**src/rtl/hamming74_rx.sv**
```systemverilog
// Serial Hamming(7,4) receiver: collects LSB-first codewords, corrects any
// single-bit error and presents the payload through a one-entry ready/valid buffer.
module hamming74_rx (
    input  logic       clk,
    input  logic       rst,
    input  logic       din,
    input  logic       din_valid,
    input  logic       sof,
    output logic [3:0] dout,
    output logic       dout_valid,
    input  logic       dout_ready,
    output logic [2:0] syndrome,
    output logic       corrected,
    output logic       overflow
);

    typedef enum logic {IDLE = 1'b0, RECV = 1'b1} state_t;

    state_t     state_q, state_d;
    logic [2:0] cnt_q, cnt_d;
    logic [5:0] sh_q, sh_d;
    logic [3:0] dout_q, dout_d;
    logic [2:0] syn_q, syn_d;
    logic       corr_q, corr_d;
    logic       vld_q, vld_d;
    logic       ovf_q, ovf_d;

    logic       take_first, take_next, complete;
    logic [6:0] cw, cw_fix;
    logic [2:0] syn;
    logic       load, drop;

    // State register
    always_ff @(posedge clk or negedge rst) begin
        if (!rst) state_q <= IDLE;
        else      state_q <= state_d;
    end

    // Next-state logic; sof always restarts a frame, even mid-word
    always_comb begin
        state_d = state_q;
        case (state_q)
            IDLE:    if (take_first) state_d = RECV;
            RECV:    if (complete)   state_d = IDLE;
            default: state_d = IDLE;
        endcase
    end

    // FSM outputs
    always_comb begin
        take_first = din_valid & sof;
        take_next  = din_valid & ~sof & (state_q == RECV);
        complete   = take_next & (cnt_q == 3'd6);
    end

    always_comb begin
        cnt_d = cnt_q;
        sh_d  = sh_q;
        if (take_first) begin
            sh_d[0] = din;
            cnt_d   = 3'd1;
        end else if (take_next) begin
            if (complete) begin
                cnt_d = 3'd0;
            end else begin
                sh_d[cnt_q] = din;
                cnt_d       = cnt_q + 3'd1;
            end
        end
    end

    // The 7th bit is decoded straight off din; it never lands in the shift storage
    always_comb begin
        cw     = {din, sh_q};
        syn[0] = cw[0] ^ cw[2] ^ cw[4] ^ cw[6];
        syn[1] = cw[1] ^ cw[2] ^ cw[5] ^ cw[6];
        syn[2] = cw[3] ^ cw[4] ^ cw[5] ^ cw[6];
        for (int i = 0; i < 7; i++)
            cw_fix[i] = cw[i] ^ (syn == 3'(i + 1));
    end

    always_comb begin
        load   = complete & (~vld_q | dout_ready);
        drop   = complete & vld_q & ~dout_ready;
        dout_d = dout_q;
        syn_d  = syn_q;
        corr_d = corr_q;
        vld_d  = vld_q;
        if (load) begin
            dout_d = {cw_fix[6], cw_fix[5], cw_fix[4], cw_fix[2]};
            syn_d  = syn;
            corr_d = (syn != 3'd0);
            vld_d  = 1'b1;
        end else if (vld_q & dout_ready) begin
            vld_d = 1'b0;
        end
        ovf_d = ovf_q | drop;
    end

    always_ff @(posedge clk or negedge rst) begin
        if (!rst) begin
            cnt_q  <= 3'd0;
            sh_q   <= 6'd0;
            dout_q <= 4'd0;
            syn_q  <= 3'd0;
            corr_q <= 1'b0;
            vld_q  <= 1'b0;
            ovf_q  <= 1'b0;
        end else begin
            cnt_q  <= cnt_d;
            sh_q   <= sh_d;
            dout_q <= dout_d;
            syn_q  <= syn_d;
            corr_q <= corr_d;
            vld_q  <= vld_d;
            ovf_q  <= ovf_d;
        end
    end

    assign dout       = dout_q;
    assign syndrome   = syn_q;
    assign corrected  = corr_q;
    assign dout_valid = vld_q;
    assign overflow   = ovf_q;

endmodule

```
**config.mk**
```make
export PLATFORM = sky130hd
export DESIGN_NAME = hamming74_rx
export DESIGN_NICKNAME = d
export VERILOG_FILES = /design/src/rtl/hamming74_rx.sv
export SDC_FILE = /design/constraint.sdc
export NUM_CORES = 1
export LEC_CHECK = 0
export ABC_AREA = 1
export ABC_CLOCK_PERIOD_IN_PS = 2100
export CAP_MARGIN = 20
export CORE_MARGIN = 2
export CORE_UTILIZATION = 25
export CTS_BUF_LIST = sky130_fd_sc_hd__clkbuf_4 sky130_fd_sc_hd__clkbuf_8
export DETAILED_ROUTE_END_ITERATION = 8
export PLACE_DENSITY_LB_ADDON = 0.08
export SKIP_LAST_GASP = 1
export SYNTH_ARGS = -nofsm -noshare
export SYNTH_HDL_FRONTEND = slang
export SYNTH_SLANG_ARGS = --single-unit
```
**constraint.sdc**
```tcl
create_clock -name clk -period 2.1 [get_ports clk]
set_clock_uncertainty 0.1 [all_clocks]
set_input_delay 0.21 -clock clk [delete_from_list [all_inputs] [get_ports clk]]
set_output_delay 0.21 -clock clk [all_outputs]
set_load 0.03 [all_outputs]
```
==> flow_summary.ini <==
[outcome]
outcome = finished clean

[placement]
place_ws_ns = 0.225
io_buffers = 15
place_congestion = 0.694
place_hpwl_um = 1900

[finish]
drive_above_1_share = 0.113
n_antenna_cell = 0
final_common_cell = nand2_1
utilization = 0.323
fin_nets = 186
final_cell_mix = 57 x nand2_1, 20 x dfrtp_1, 17 x inv_1
syn2layout_area_growth_pct = 23.3

[power_and_ir_drop]
p_sw_mw = 0.569
clockPowerShare = 0.218
power.density_mw_per_mm2 = 968
p_total_mw = 1.38
power_frac_seq = 0.381
combPwrFrac = 0.402
p_int_mw = 0.810
vdd_drop_max_mv = 0.291
power.leakage_nw = 0.709
switching_share = 0.413

[detailed_routing]
vias_per_cell = 4.34
first_pass_iters = 4
drc = 0
drtIter0Drc = 67
dr_total_vias = 995
wl_per_cell_um = 10.6
routed_wl_um = 2430
antenna_left = 0

[global_route]
overflow = 0
grt_pass1_vias = 1009
grt_pass1_wl_um = 4620
track_usage = 0.112
antenna_found_initial = 0
grt_max_degree = 21

[job]
drv_cap = 0

[synthesis]
ys_seq_area_frac = 0.433
ys_seq_elements = 20
syn_area_per_cell_um2 = 7.31
syn-num-nets = 166
synthCells = 158
ys_types = 26
synth_area_mm2 = 0.00115
synth_warnings = 0

[clock_tree]
path_clk_slew_ns = 0.08
cts_setup_buffers = 0
clock_latency_ns = 0.26
cts_root_buf = clkbuf_8
cts_inserted_buffers = 3
holdBufCountCts = 0
cts_resized = 0
cts_tree = built
htree_levels = 1
cts_sinks = 20
cts_buffer_depth = 2

[floorplanning]
start_util = 0.262
coreArea_mm2 = 0.00441
fp.dieH_um = 72.0
die_x_um = 72.0
io_pins = 16
dieArea_mm2 = 0.00518
rows = 24

[timing]
final.setup.tns_ns = 0
timing.final.crit_period_ns = 1.80
setup_ws_ns = 0.302
final_hold_viol_count = 0
finalSetupViolations = 0
rsz0062_at_grt = no
hold_slack_ns = 0.186
period_share = 0.856
slew_violations = 0
worst_pin_slew_ns = 0.384
max_freq_ghz = 0.556
slew_headroom = 0.743

[setup_path]
crit_path_end_kind = flip-flop
critPathMaxFanout = 13
start_kind = flip-flop
cp.arrival_ns = 1.89
critical_path_required_ns = 2.19
worstSetupPathType = flip-flop to flip-flop

[min_path]
hold_path_class = input port to async pin
synthesized netlist by cell type (all sizes together):
cell type / count / area share
a21oi: 2 / 0.0087
xor2: 1 / 0.0076
o21ai: 10 / 0.043
o211ai: 1 / 0.0065
nand4: 3 / 0.016
buf: 2 / 0.014
inv: 21 / 0.068
o32ai: 1 / 0.0076
a31oi: 1 / 0.0054
o22ai: 1 / 0.0054
nand2: 64 / 0.23
nor3: 1 / 0.0043
dfrtp: 20 / 0.43
nor2: 12 / 0.048
ha: 2 / 0.022
nand3: 13 / 0.061
xnor2: 2 / 0.015
o21bai: 1 / 0.0065
metal layers:
metal / wire length, um / global-route usage / part of all wire / up-vias
met5: 0 / 0 / 0 / -
met4: 29 / 0.0314 / 0.012 / 0
met3: 108 / 0.0292 / 0.044 / 5
met2: 1110 / 0.184 / 0.46 / 18
met1: 1180 / 0.147 / 0.49 / 437
li1: - / - / - / 535
sequential cells by signal, indices dropped and copies added, names as in the netlist:
register,flops
overflow,1
syndrome,3
cnt_q,3
state_q,1
corrected,1
dout_valid,1
sh_q,6
dout,4
critical path, stage by stage (launching register included):
cell and delay, ns:
dfrtp_1 0.46, inv_1 0.15, ha_1 0.16, nand2_1 0.07
nor2_2 0.16, nand2_1 0.26, inv_1 0.20, nand2_1 0.07
o21ai_1 0.10
final timing paths:
| kind | startpoint | endpoint | slack, ns | cells after the start |
|---|---|---|---|---|
| worst min-delay path | rst | syndrome[0]$_DFFE_PN0P_ | 0.19 | 2 |
| min in group clk | overflow$_DFF_PN0_ | overflow$_DFF_PN0_ | 0.37 | 1 |
| worst max register to register | cnt_q[0]$_DFFE_PN0P_ | dout[3]$_DFFE_PN0P_ | 0.30 | 8 |
| worst min register to register | overflow$_DFF_PN0_ | overflow$_DFF_PN0_ | 0.37 | 1 |
| max in group asynchronous | rst | sh_q[1]$_DFFE_PN0P_ | 1.50 | 2 |
| worst max-delay path | cnt_q[0]$_DFFE_PN0P_ | dout[3]$_DFFE_PN0P_ | 0.30 | 8 |
layout make-up:
cell class,instances,area [um2]
fillers,461,2990
multi-input cells,115,559
flip-flops and latches,20,500
repair buffers,17,165
inverters,21,78.8
well taps,52,65.1
clock buffers,4,55.1
kinds of logic (layout without fill, tap and decap cells):
group / count (synthesis) / count (layout) / share of synthesized area
DFF: 20 / 20 / 0.433
and+or+nand+nor: 93 / 93 / 0.356
buffers and inverters: 23 / 42 / 0.0823
AOI/OAI and AO/OA: 17 / 17 / 0.0834
adders and majority gates: 2 / 2 / 0.0217
xor gates and xnor gates: 3 / 3 / 0.0228
power groups by stage:
stage	Sequential, mW	Clock, mW	Combinational [mW]
3_3_place_gp	0.531	0	0.559
5_1_grt	0.542	0.333	0.657
2_1_floorplan	0.528	0	0.423
4_1_cts	0.526	0.316	0.562
3_5_place_dp	0.534	0	0.560
6_report	0.525	0.300	0.554
through the flow:
stage,cells,area [um2]
after global routing,229,1420
after floorplan,158,1150
after detailed placement,225,1370
final,229,1420
after CTS,229,1420
after global placement,225,1370
No activity file was read; power rests on OpenSTA's default activity.
